<file path="config.mk">
export PLATFORM = sky130hd
export DESIGN_NAME = indptr_fifo_p
export DESIGN_NICKNAME = d
export VERILOG_FILES = /design/src/rtl/indptr_fifo_p.sv
export SDC_FILE = /design/constraint.sdc
export NUM_CORES = 2
export LEC_CHECK = 0
export CAP_MARGIN = 30
export CORE_MARGIN = 2
export CORE_UTILIZATION = 25
export DETAILED_ROUTE_END_ITERATION = 10
export HOLD_SLACK_MARGIN = 0.03
export PLACE_DENSITY = 0.45
export SLEW_MARGIN = 20
export SYNTH_ARGS = -nofsm -noshare
export SYNTH_HDL_FRONTEND = slang
export SYNTH_SLANG_ARGS = --single-unit
</file>
<file path="constraint.sdc">
create_clock -name clock -period 3.7 [get_ports clock]
set_input_delay 0.74 -clock clock [delete_from_list [all_inputs] [get_ports clock]]
set_output_delay 0.74 -clock clock [all_outputs]
set_load 0.01 [all_outputs]
</file>
<file path="src/rtl/indptr_fifo_p.sv">
// indptr_fifo_p: parametrised CSR indptr FIFO with level flags and sticky errors.
// Define SHOWAHEAD_EN for first-word-fall-through q; the default build has a 1-cycle registered read.
module indptr_fifo_p #(
    parameter int DATA_WIDTH = 10,
    parameter int DEPTH      = 256,
    parameter int ADDR_WIDTH = 8,
    parameter int AF_LEVEL   = 240,
    parameter int AE_LEVEL   = 4
) (
    input  logic                  clock,
    input  logic                  reset_n,
    input  logic                  sclr,
    input  logic [DATA_WIDTH-1:0] data,
    input  logic                  wrreq,
    input  logic                  rdreq,
    output logic [DATA_WIDTH-1:0] q,
    output logic [ADDR_WIDTH:0]   usedw,
    output logic                  full,
    output logic                  empty,
    output logic                  almost_full,
    output logic                  almost_empty,
    output logic                  overflow_err,
    output logic                  underflow_err
);
    localparam int UW = ADDR_WIDTH + 1;
    localparam logic [UW-1:0] FULL_LV = UW'(DEPTH);
    localparam logic [UW-1:0] AF_LV   = UW'(AF_LEVEL);
    localparam logic [UW-1:0] AE_LV   = UW'(AE_LEVEL);

    if (ADDR_WIDTH != $clog2(DEPTH) || DEPTH < 4 || (DEPTH & (DEPTH - 1)) != 0) begin : g_chk
        $error("indptr_fifo_p: DEPTH must be a power of 2 >= 4 and ADDR_WIDTH == log2(DEPTH)");
    end

    logic [DATA_WIDTH-1:0] mem [DEPTH];
    logic [ADDR_WIDTH-1:0] wr_ptr_q, wr_ptr_d, rd_ptr_q, rd_ptr_d;
    logic [UW-1:0]         usedw_q, usedw_d, remain;
    logic [DATA_WIDTH-1:0] q_q, q_d;
    logic                  full_q, empty_q, af_q, ae_q, ovf_q, ovf_d, unf_q, unf_d, wr_ok, rd_ok;

    // next state: acceptance, occupancy, pointers, read data and sticky errors; sclr forces cleared values
    always_comb begin
        rd_ok    = rdreq & ~empty_q & ~sclr;
        wr_ok    = wrreq & (~full_q | rd_ok) & ~sclr;
        remain   = usedw_q - UW'(rd_ok);
        usedw_d  = sclr ? '0 : remain + UW'(wr_ok);
        wr_ptr_d = sclr ? '0 : wr_ptr_q + ADDR_WIDTH'(wr_ok);
        rd_ptr_d = sclr ? '0 : rd_ptr_q + ADDR_WIDTH'(rd_ok);
        ovf_d    = ~sclr & (ovf_q | (wrreq & full_q & ~rd_ok));
        unf_d    = ~sclr & (unf_q | (rdreq & empty_q));
`ifdef SHOWAHEAD_EN
        q_d      = sclr ? '0 : (usedw_d == '0) ? q_q : (remain == '0) ? data : mem[rd_ptr_d];
`else
        q_d      = sclr ? '0 : rd_ok ? mem[rd_ptr_q] : q_q;
`endif
    end

    // storage write port; contents are deliberately left untouched by reset and clear
    always_ff @(posedge clock) if (wr_ok) mem[wr_ptr_q] <= data;

    // state register; flags come from next-state occupancy so they never lag usedw
    always_ff @(posedge clock or negedge reset_n) begin
        if (!reset_n) begin
            wr_ptr_q <= '0;
            rd_ptr_q <= '0;
            usedw_q  <= '0;
            q_q      <= '0;
            full_q   <= 1'b0;
            empty_q  <= 1'b1;
            af_q     <= 1'b0;
            ae_q     <= 1'b1;
            ovf_q    <= 1'b0;
            unf_q    <= 1'b0;
        end else begin
            wr_ptr_q <= wr_ptr_d;
            rd_ptr_q <= rd_ptr_d;
            usedw_q  <= usedw_d;
            q_q      <= q_d;
            full_q   <= usedw_d == FULL_LV;
            empty_q  <= usedw_d == '0;
            af_q     <= usedw_d >= AF_LV;
            ae_q     <= usedw_d <= AE_LV;
            ovf_q    <= ovf_d;
            unf_q    <= unf_d;
        end
    end

    assign q             = q_q;
    assign usedw         = usedw_q;
    assign full          = full_q;
    assign empty         = empty_q;
    assign almost_full   = af_q;
    assign almost_empty  = ae_q;
    assign overflow_err  = ovf_q;
    assign underflow_err = unf_q;
endmodule

</file>
=== Word-level counts from Yosys, hierarchy flattened ===
Memories as Yosys holds them, arrays and structs flattened.
Index checks and enable logic that the tools add are counted.

* Bitwise operators: 16
* Magnitude comparators: 2
* Reductions and logical operators: 2
* Shifts and indexed selects: 0
* Add/sub/neg operators: 4
* Multiply operators: 0
* Multiplexer cells: 7
* Equal/unequal tests: 1
* Divide/modulo/power cells: 0

{| class="wikitable"
|+ Operators with widths
! operator !! count
|-
| $mux 10 || 2
|-
| $add 8x1->8 || 2
|-
| $mux 8 || 2
|-
| $add 9x1->9 || 1
|-
| $and 1x1->1 || 9
|-
| $eq 9x9->1 const B || 1
|-
| $ge 9x8->1 const B || 1
|-
| $le 9x3->1 const B || 1
|-
| $logic_not 9->1 || 1
|-
| $mux 9 || 1
|-
| $sub 9x1->9 || 1
|-
| $not 1->1 || 4
|-
| $or 1x1->1 || 3
|-
| $mux 1 || 2
|-
| $reduce_bool 2->1 || 1
|}

* Bits in latches: 0
* Memory bits (read-only): 0
* Memories kept: 1
* Bits in writable memories: 2560
* Word-level logic and storage cells: 43
* Register bits after elaboration: 41

{| class="wikitable"
|+ Memory list
! name !! words !! bits a word !! read ports !! clocked after memory_dff !! wr ports !! RTL line !! source
|-
| mem || 256 || 10 || 1 || 0 || 1 || 34 || <nowiki>logic [DATA_WIDTH-1:0] mem [DEPTH];</nowiki>
|}

=== Depth between registers and ports, before layout ===
* Word-level depth: 9
* Gate-level depth with buffers: 15
* Mapped depth without buffers: 14

=== Worst setup path after synthesis ===
No wires, ideal clock.

* Path type: in2reg
* Start: input sclr
* End: register full_q, in the netlist full
* Buffers on the path: 1
* Stages: 15
* Setup slack: -566 ps
* Setup time: 88 ps
* Data arrival time: 4178 ps
* Required time: 3612 ps
* Cell sequence: or3b_2 clkbuf_1 nand2_1 nand3b_1 ha_1 inv_1 ha_1 fa_1 a21o_1 a21oi_1 o21bai_1 a21oi_1 mux2_2 or4_1 nor3b_1

* Word-level cells in the longest chain between the ends: 8
* Elaborated cells on any way between the ends: 9

{| class="wikitable"
|+ Ends and longest elaborated chain
! what !! RTL line !! source
|-
| start: declaration || 12 || <nowiki>input logic sclr,</nowiki>
|-
| parallel branches: the longest is 6 deep, another holds $sub 9x1->9 || - ||
|-
| $mux 9 * || 45 || <nowiki>usedw_d = sclr ? '0 : remain + UW'(wr_ok);</nowiki>
|-
| net usedw_d[6] || 36 || <nowiki>logic [UW-1:0] usedw_q, usedw_d, remain;</nowiki>
|-
| $eq 9x9->1 * || 78 || <nowiki>full_q <= usedw_d == FULL_LV;</nowiki>
|-
| end signal: assignment || 67 || <nowiki>full_q <= 1'b0;</nowiki>
|-
| end signal: assignment || 78 ||
|-
| end: declaration || 38 || <nowiki>logic full_q, empty_q, af_q, ae_q, ovf_q, ovf_d, unf_q, unf_d, wr_ok, rd_ok;</nowiki>
|}

Mark *: on every way through the listed nets, which the timed path passes.
A chain may end at the register's enable or synchronous reset.

=== Worst setup path in the final report ===
* Start: register rd_ptr_q[0]
* End: register q_q[7], in the netlist q[7]

* Word-level cells in the longest chain between the ends: 3

{| class="wikitable"
|+ Ends and longest elaborated chain
! what !! RTL line !! source
|-
| start: declaration || 35 || <nowiki>logic [ADDR_WIDTH-1:0] wr_ptr_q, wr_ptr_d, rd_ptr_q, rd_ptr_d;</nowiki>
|-
| start signal: assignment || 75 || <nowiki>rd_ptr_q <= rd_ptr_d;</nowiki>
|-
| $mem_v2 256x10 || - ||
|-
| $mux 10 (2 in a row) || 53 || <nowiki>q_d = sclr ? '0 : rd_ok ? mem[rd_ptr_q] : q_q;</nowiki>
|-
| end signal: assignment || 77 || <nowiki>q_q <= q_d;</nowiki>
|-
| end: declaration || 37 || <nowiki>logic [DATA_WIDTH-1:0] q_q, q_d;</nowiki>
|}

Every way passes these cells. The select of a mux whose other input is x is not followed.

==> impl_metrics.json <==
{
  "status": "finished clean",
  "min_to": "mem[38][9]$_DFFE_PP_",
  "synth_compound_area_share_pct": 3.706,
  "synth_top_area_share_pct": 75.69,
  "synthArstFlopShare_pct": 1.576,
  "overflow": 0,
  "cts_sinks": 2601,
  "netSwitchingPower_mw": 14.54,
  "path_cells": "buf_12 -> buf_4 -> buf_4 -> mux4_2 -> mux4_2 -> nand2_1 -> nand2_1 -> a22oi_1 -> o21ai_0 -> a32o_1",
  "crit_arrival_ns": 4.40,
  "yosys-top-cells-area": "edfxtp_1 76%, mux4_2 11%, mux2i_1 3.4%",
  "viasPerCell": 4.700,
  "final_common_cell": "edfxtp_1",
  "synth_fp_nets": 4990,
  "power.density_nw_per_um2": 530.9,
  "synth-seq-area-share_pct": 76.70,
  "clockBufferDepth": 4,
  "power.leakage_nw": 38.21,
  "synth_xor_xnor_area_share_pct": 0.1294,
  "dr.max_layer_used": "met4",
  "hold_path.class": "primary input to flop",
  "gp_congestion": 0.8345,
  "hpwl_um": 211700,
  "dp.cells": 10880,
  "rr_endpoint": "q[7]$_DFFE_PN0P_",
  "insertion_delay_ns": 0.89,
  "cts_tree": "done",
  "die_w_um": 641.4,
  "h-tree-depth": 5,
  "cp_max_fo": 12,
  "tightest_slew_ns": 1.170,
  "instances_no_fill": 11410,
  "drive_above_1_share_pct": 28.73,
  "area_delta_synth_final_pct": 21.30,
  "fin_crit_sh_pct": 97.94,
  "slew_viol_final": 0,
  "drc": 0,
  "p_int_mw": 50.86,
  "grt_pass1_wl_um": 450700,
  "cp_num_buf_inv": 3,
  "wire_per_inst_um": 28.55,
  "drv_cap": 0,
  "wl_met3_um": 20600,
  "ios": 40,
  "synthAdderAreaFrac_pct": 0.1799,
  "drtPass1Iterations": 5,
  "critPathTopFamily": "multiplexers",
  "p_sw_share_pct": 22.24,
  "met1Wirelength_um": 138700,
  "nFillCells": 39420,
  "syn_avg_cell_area_um2": 20.47,
  "min_period_ns": 3.624,
  "synth_top_flop_cell": "edfxtp_1",
  "met2_length_um": 154500,
  "hold_viol": 0,
  "worstPathRequired_ns": 4.48,
  "grt_util_all_layers_pct": 15.57,
  "start_util_pct": 25.06,
  "path_clk_slew_ns": 0.06,
  "synth_top_family_by_area": "multiplexers",
  "coreArea_um2": 405200,
  "drt_wl_total_um": 325800,
  "drtIter0Drc": 5981,
  "final_cell_mix": "2560 x edfxtp_1, 642 x buf_4, 504 x mux4_2",
  "yosysTopAreaCell": "edfxtp_1",
  "route.vias.total": 53630,
  "yosysUniqueCellTypes": 74,
  "cp_slowest_cell": "dfrtp_4",
  "power_frac_seq_pct": 49.8,
  "ys_warn_count": 0,
  "setup_viol": 0,
  "synth_cells": 4961,
  "peakVddDrop_v": 0.0003542,
  "hold_path_depth": 1,
  "antenna_found_initial": 25,
  "place_area_um2": 114000,
  "hold_start": "data[9]",
  "worst_slack_ns": 0.07609,
  "slowest_delay_ns": 0.59,
  "place_ws_ns": -0.6730,
  "hold_slack_ns": 0.2089,
  "root_buffer": "clkbuf_16",
  "layout.nets": 5781,
  "die-area_um2": 411400,
  "fmax_mhz": 275.9,
  "r2r-start": "rd_ptr_q[0]$_DFF_PN0_",
  "muxShareOfSynthArea_pct": 14.67,
  "critPathLaunchType": "flop",
  "num_rows": 234,
  "r2r_slack_ns": 0.08,
  "cts_buffers": 290,
  "endpoint_kind": "flop",
  "synth_simple_gate_area_share_pct": 2.675,
  "grt_start_max_net_pins": 112,
  "clkPwrFrac_pct": 42.7,
  "ys_seq_elements": 2601,
  "worst_r2r_path_depth": 10,
  "crit_type": "flop to flop",
  "max-slew-margin-rel_pct": 21.18,
  "final_area_um2": 123200,
  "die_h_um": 641.4,
  "grt_pass1_vias": 54630,
  "skew_ns": 0.06916,
  "syn_area_um2": 101600,
  "tns_ns": 0,
  "rsz0062_at_grt": "false",
  "synth_edf_count": 2560,
  "combPwrFrac_pct": 7.5,
  "drtAntennaViolNets": 0,
  "port-buffer-count": 39
}
-- worst max path at each step --
stage	slack [ns]	endpoint	startpoint	cells after the start
after floorplan	-0.22	full$_DFF_PN0_	sclr	15
after global placement	-0.75	almost_full$_DFF_PN0_	rdreq	16
after detailed placement	-0.67	full$_DFF_PN0_	rdreq	15
after CTS	0.07	q[5]$_DFFE_PN0P_	rd_ptr_q[0]$_DFF_PN0_	10
after global routing	0.01	q[8]$_DFFE_PN0P_	rd_ptr_q[0]$_DFF_PN0_	12
final	0.08	q[7]$_DFFE_PN0P_	rd_ptr_q[0]$_DFF_PN0_	10
-- registers in the layout, indices dropped and copies added, names as in the netlist --
signal,flops
q,10
overflow_err,1
almost_empty,1
empty,1
usedw,9
underflow_err,1
mem,2560
rd_ptr_q,8
full,1
almost_full,1
wr_ptr_q,8
-- power groups by stage --
stage | registers (mW) | logic (mW) | clock network, mW
after floorplan | 33.2 | 2.75 | 0
after global placement | 33.2 | 4.97 | 0
after detailed placement | 33.2 | 4.98 | 0
after CTS | 32.6 | 5.01 | 28.6
after global routing | 32.6 | 5.24 | 29.7
final | 32.6 | 4.93 | 27.9
-- cell usage after synthesis (all sizes together), types with 7 or more instances --
library cell,count
a211oi,15
o311ai,8
a2111oi,10
edfxtp,2560
nand3,35
dfrtp,39
a221oi,16
nor3,43
mux2,9
o31ai,11
mux4,504
nand2,100
and2,17
ha,13
mux2i,344
a22o,10
nor2,333
o21ai,51
clkbuf,124
a21oi,122
nand4,16
o221ai,117
buf,172
nand2b,10
xnor2,9
a31oi,10
nor4,7
nor2b,27
o22ai,84
inv,17
a22oi,49
-- metal layers --
metal	vias to the layer above	global-route usage, %
li1	22260	-
met1	29100	21.11
met2	1819	25.35
met3	444	2.549
met4	0	5.214
met5	-	0
-- logic make-up (layout without fill, tap and decap cells) --
group           Yosys count  in the layout
fa+ha+maj                14             14
mux                     857            857
xor+xnor                 15             15
flops                  2601           2601
simple gates            619            619
buf+inv                 315           1327
other cells               0             10
compound gates          540            540
-- area by class of cell --
class	count	area, um2	area share (%)
clock inverter	137	1229	0.9973
antenna	10	25.02	0.02031
sequential	2601	77920	63.25
inverter	19	81.33	0.06601
clock buffer	376	7801	6.332
multi-input combinational	2045	21840	17.73
timing repair buffer	795	7513	6.098
tap	5428	6792	5.512
-- through the flow --
step	total power, mW	util, %
floorplan	35.90	-
global placement	38.17	28.14
detailed placement	38.18	28.15
CTS	66.17	30.39
global route	67.47	30.40
finish	65.40	30.40
-- repair_timing --
| item | in CTS | in global routing |
|---|---|---|
| hold buffers | 1 | 0 |
| resized for setup | 2 | 3 |
| hold endpoints to repair | 23 | 0 |
| gates cloned | 0 | 0 |
| setup buffers | 4 | 0 |
| endpoints found under the setup margin | 3 | 5 |
Power figures use the tool's default switching activity.
